[config.mk]
export PLATFORM = sky130hd
export DESIGN_NAME = led_sequencer
export DESIGN_NICKNAME = d
export VERILOG_FILES = /design/src/rtl/led_seq_pkg.sv /design/src/rtl/led_sequencer_tick_gen.sv /design/src/rtl/led_sequencer.sv
export SDC_FILE = /design/constraint.sdc
export NUM_CORES = 1
export LEC_CHECK = 0
export BUFFER_PORTS_ARGS = -buffer_cell sky130_fd_sc_hd__buf_4
export CORE_ASPECT_RATIO = 2
export CORE_MARGIN = 2
export CORE_UTILIZATION = 40
export CTS_CLUSTER_SIZE = 16
export DETAILED_ROUTE_END_ITERATION = 12
export PLACE_DENSITY = 0.53
export SLEW_MARGIN = 20
export SYNTH_ARGS = -nofsm -noshare
export SYNTH_HDL_FRONTEND = slang
export SYNTH_HIERARCHICAL = 1
export SYNTH_SLANG_ARGS = --single-unit
[constraint.sdc]
create_clock -name clk -period 3.9 [get_ports clk]
set_input_delay 0.39 -clock clk [delete_from_list [all_inputs] [get_ports clk]]
set_output_delay 0.39 -clock clk [all_outputs]
set_load 0.03 [all_outputs]
[src/rtl/led_seq_pkg.sv]
// Shared definitions for the LED sequencer.
//   mode_t      : pattern select encoding used on the mode input
//   DIR_UP/DOWN : bounce direction values (UP = toward MSB)
//   ctr_width() : prescaler counter width for a given PERIOD
package led_seq_pkg;

  typedef enum logic [1:0] {
    MODE_ROTL   = 2'd0,
    MODE_ROTR   = 2'd1,
    MODE_BOUNCE = 2'd2,
    MODE_COUNT  = 2'd3
  } mode_t;

  localparam logic DIR_UP   = 1'b0;
  localparam logic DIR_DOWN = 1'b1;

  // A PERIOD of 1 still needs a 1-bit counter so the register is never
  // zero width.
  function automatic int ctr_width(input int period);
    return (period > 1) ? $clog2(period) : 1;
  endfunction

endpackage

[src/rtl/led_sequencer_tick_gen.sv]
// Prescaler for the LED sequencer.
//   clk   : clock
//   rst_n : synchronous active-low reset, clears the counter
//   en    : 1 = count, 0 = hold the counter
//   tick  : high during the cycle whose rising edge ends a PERIOD
module tick_gen
  import led_seq_pkg::*;
#(
  parameter int PERIOD = 50000000
) (
  input  logic clk,
  input  logic rst_n,
  input  logic en,
  output logic tick
);

  localparam int              CW   = ctr_width(PERIOD);
  localparam logic [CW-1:0]   LAST = CW'(PERIOD - 1);

  logic [CW-1:0] ctr;

  // tick is decoded combinationally from the held count so the consumer
  // can update its pattern on the same edge that wraps the counter.
  assign tick = en && (ctr == LAST);

  // NOTE: state registers use non-blocking assignments so every flop
  // samples pre-edge values; blocking here would create ordering races.
  always_ff @(posedge clk) begin
    if (!rst_n) begin
      ctr <= '0;
    end else if (tick) begin
      ctr <= '0;
    end else if (en) begin
      ctr <= ctr + CW'(1);
    end
  end

endmodule

[src/rtl/led_sequencer.sv]
// LED pattern sequencer.
//   clk   : clock
//   rst_n : synchronous active-low reset
//   en    : 1 = advance prescaler and pattern, 0 = freeze all state
//   mode  : pattern select (rotate-left, rotate-right, bounce, count),
//           sampled only at the end of each prescaler period
//   led   : registered pattern
//   step  : one-cycle pulse, high while a freshly updated led is shown
//   dir   : registered bounce direction (0 = toward MSB, 1 = toward LSB)
module led_sequencer
  import led_seq_pkg::*;
#(
  parameter int NLED   = 6,
  parameter int PERIOD = 50000000
) (
  input  logic            clk,
  input  logic            rst_n,
  input  logic            en,
  input  logic [1:0]      mode,
  output logic [NLED-1:0] led,
  output logic            step,
  output logic            dir
);

  logic            tick;
  mode_t           mode_q;
  mode_t           eff_mode;
  logic [NLED-1:0] led_nxt;
  logic            dir_nxt;

  tick_gen #(
    .PERIOD(PERIOD)
  ) u_tick_gen (
    .clk  (clk),
    .rst_n(rst_n),
    .en   (en),
    .tick (tick)
  );

  // The mode being latched on this edge drives the update immediately;
  // between ticks the next-state value is unused.
  assign eff_mode = tick ? mode_t'(mode) : mode_q;

  // NOTE: every output of this block gets a default first, so no path
  // leaves a value unassigned and no latch is inferred.
  always_comb begin
    led_nxt = led;
    dir_nxt = dir;
    if (eff_mode == MODE_COUNT) begin
      led_nxt = led + NLED'(1);
    end else if (!$onehot(led)) begin
      // Shift patterns need exactly one lit LED; recover to a known start.
      led_nxt = NLED'(1);
      dir_nxt = DIR_UP;
    end else begin
      case (eff_mode)
        MODE_ROTL: led_nxt = {led[NLED-2:0], led[NLED-1]};
        MODE_ROTR: led_nxt = {led[0], led[NLED-1:1]};
        MODE_BOUNCE: begin
          // Reversal and the first shift back happen in one step, so an
          // end LED is never shown on two consecutive steps.
          if (dir == DIR_UP) begin
            if (led[NLED-1]) begin
              dir_nxt = DIR_DOWN;
              led_nxt = led >> 1;
            end else begin
              led_nxt = led << 1;
            end
          end else begin
            if (led[0]) begin
              dir_nxt = DIR_UP;
              led_nxt = led << 1;
            end else begin
              led_nxt = led >> 1;
            end
          end
        end
        default: ;
      endcase
    end
  end

  always_ff @(posedge clk) begin
    if (!rst_n) begin
      led    <= NLED'(1);
      dir    <= DIR_UP;
      mode_q <= MODE_ROTL;
      step   <= 1'b0;
    end else begin
      step <= tick;
      if (tick) begin
        mode_q <= mode_t'(mode);
        led    <= led_nxt;
        dir    <= dir_nxt;
      end
    end
  end

endmodule

==> run_results.csv <==
group,metric,value,unit
timing,timing_max_transition_violations_final,0,
route,drt_antenna_net_count,0,
timing,final.setup_skew,0.008583,ns
synthesis,synth.ff_latch_count,36,
synthesis,yosys.cell_types.count,56,
timing,count_of_final_setup_violators,0,
clock_network,root_buffer,"clkbuf_8",
cells_and_area,multi_input_comb_area,1376,µm²
floorplanning,dieArea,6207,µm²
cells_and_area,layoutNonFillerInstCount,339,
clock_network,cts.repair_timing.setup_buffer_count,0,
place,routabilityCongestion,0.9340,
place,detailed_placer_s_ending_hpwl,4519,µm
clock_network,clk_latency,0.30,ns
synthesis,netlist_instances,266,
floorplanning,num_io_pins,13,
global_route,global_route.usage.total,0.2056,
global_route,globalRoute.totalOverflow,0,
cells_and_area,mostFrequentLayoutCells,"dfxtp_1 (36), a21oi_1 (20), nor2_1 (19), nand2_1 (18), inv_1 (17)",
worst_setup_path,crit_required,4.15,ns
cells_and_area,filler_cell_count,568,
cells_and_area,regArea,720.7,µm²
timing,tightestPinTransition,0.4443,ns
global_route,grt_pass1_vias,1934,
worst_setup_path,timing.critical_path.fanout_max,12,
min_path,hold_path.class,"in2reg",
timing,max_freq,283.0,MHz
route,wire_per_inst,17.12,µm
worst_setup_path,timing_worst_setup_path_type,"reg2reg",
cells_and_area,post_route_cells_drive_above_1_share,0.1505,
pwr,leakage,0.8770,nW
place,placed_cells,331,
synthesis,synth_enable_flop_cells,0,
route,detail_route.vias_per_cell,5.876,
pwr,max_vdd_drop,0.0004803,V
synthesis,mappedNetlistNets,282,
cells_and_area,post_route_cell_area,2467,µm²
place,placement.cell_area,2356,µm²
clock_network,clock_tree.buffer_depth,2,
floorplanning,row_count,38,
cells_and_area,post-route-util,0.4592,
synthesis,syn-mean-instance-area,8.359,µm²
route,routed_wirelength,5805,µm
flow_run,max_cap_viol_count,0,
route,vias,1992,
clock_network,cts-hold-fix-buffers,0,
cells_and_area,layout-area-overhead-vs-synth,10.97,%
worst_setup_path,worstSetupEndpointType,"flop",
clock_network,cts_inserted_buffers,5,
timing,timing.final.crit_period,3.534,ns
global_route,grt_start_max_net_pins,27,
worst_setup_path,startpoint_type,"flop",
route,drt_first_iter_violations,57,
floorplanning,die_h,109.4,µm
place,buffer_ports.inserted,12,
worst_setup_path,arrival,3.79,ns
status,outcome,"complete, no violations",
timing,timing.max_slew.rel_slack,0.7027,
timing,fin_crit_sh,0.9062,
route,detailedRoute.firstPassIterationCount,4,
clock_network,cts_tree,"done",
cells_and_area,final_nets,294,
floorplanning,die_width,56.72,µm
timing,grt_setup_unrepaired,"no",
timing,fin_tns_setup,0,ns
floorplanning,coreArea,5373,µm²
global_route,initial_antenna_violation_count,0,
synthesis,syn_area,2223,µm²
synthesis,synth_sequential_area_ratio,0.3241,
floorplanning,start_util,0.4138,
synthesis,synthArstFlopShare,0,
timing,final_hold_viol_count,0,
cells_and_area,num_antenna_cells,0,
clock_network,clk_pin_slew,0.08,ns
synthesis,synth_ff_type,"dfxtp_1",
clock_network,cts_max_level,2,
pwr,power.density_cell_area,294.8,nW/µm²
route,post-route-drc-count,0,
clock_network,clock-sinks,36,
cells_and_area,commonest_non_fill_non_tap_cell_in_the_layout,"dfxtp_1",
global_route,grt_first_pass_wirelength,9446,µm
clock_network,cts_resized,0,
synthesis,synth-warning-count,6,
metrics by stage:
| step | hold slack (ns) | total power [mW] | worst slack, ns |
|---|---|---|---|
| after global placement | 0.4684 | 0.3989 | 0.4242 |
| after floorplan | 0.4533 | 0.3915 | 0.3032 |
| after detailed placement | 0.4849 | 0.3990 | 0.3698 |
| final | 0.3756 | 0.7274 | 0.3658 |
| after CTS | 0.3668 | 0.7409 | 0.3557 |
| after global routing | 0.3785 | 0.7530 | 0.1868 |
cell usage after synthesis (3+ instances only):
master | number | area share
o211ai_1 | 4 | 0.014
inv_1 | 17 | 0.029
nand4_1 | 6 | 0.017
a211oi_1 | 3 | 0.010
and4_1 | 5 | 0.020
dfxtp_1 | 36 | 0.32
and2_1 | 3 | 0.0084
nand2_1 | 18 | 0.030
xor2_1 | 6 | 0.024
buf_2 | 3 | 0.0068
o21ai_0 | 16 | 0.036
nor3_1 | 4 | 0.0090
nor2b_1 | 3 | 0.0084
fa_1 | 3 | 0.027
nor2_1 | 19 | 0.032
or3_2 | 5 | 0.017
and3_1 | 6 | 0.017
clkbuf_1 | 6 | 0.010
or3_1 | 6 | 0.017
xnor2_1 | 8 | 0.032
a21oi_1 | 20 | 0.045
ha_1 | 8 | 0.045
nand3_1 | 16 | 0.036
mux2i_1 | 4 | 0.018
where the power goes:
| part | internal (mW) | switching (mW) | leakage [nW] |
|---|---|---|---|
| sequential | 0.369 | 0.00223 | 0.290 |
| clock | 0.189 | 0.148 | 0.0541 |
| combinational | 0.00753 | 0.0108 | 0.533 |
| total | 0.566 | 0.161 | 0.877 |
metal layers:
metal,up-vias,part of all wire,GRT usage
li1,983,-,-
met1,932,0.33,0.1706
met4,0,0.070,0.1616
met2,47,0.57,0.4045
met5,-,0,0
met3,30,0.028,0.03765
worst paths after layout:
kind	from	endpoint	slack, ns	cells after the start
setup / recovery	led[0]	led[3]	0.37	10
hold / removal	rst_n	led[0]	0.38	2
setup reg to reg	led[0]	led[3]	0.37	10
hold reg to reg	u_tick_gen/ctr[23]	u_tick_gen/ctr[23]	0.49	2
worst max-delay path, cell delays in order, from the launching register on:
cell and delay (ns):
dfxtp_1 0.54, inv_1 0.14, fa_1 0.50, fa_1 0.49
inv_1 0.04, ha_1 0.18, fa_1 0.51, or4b_1 0.61
o21ai_1 0.21, and3_1 0.18, a2111o_1 0.09
cell families (layout without fill, tap and decap cells):
| family | after synthesis | count (layout) | synth area share |
|---|---|---|---|
| fa+ha+maj | 11 | 11 | 0.07203 |
| buf+inv | 28 | 41 | 0.05683 |
| compound gates | 59 | 59 | 0.1615 |
| mux | 5 | 5 | 0.02307 |
| simple gates | 113 | 113 | 0.3073 |
| flops | 36 | 36 | 0.3241 |
| xor+xnor | 14 | 14 | 0.05515 |
final cells by class:
type / instances / area share
clock buffer: 5 / 0.02789
clock inverter: 3 / 0.01724
inverter: 17 / 0.02586
multi-input combinational: 202 / 0.5578
sequential: 36 / 0.2921
tap: 60 / 0.03043
timing repair buffer: 16 / 0.04868
registers in the layout, summed over array words and instances (netlist names):
signal / count
u_tick_gen/ctr: 26
step: 1
dir: 1
led: 6
mode_q: 2
(Power assumes the default switching activity.)
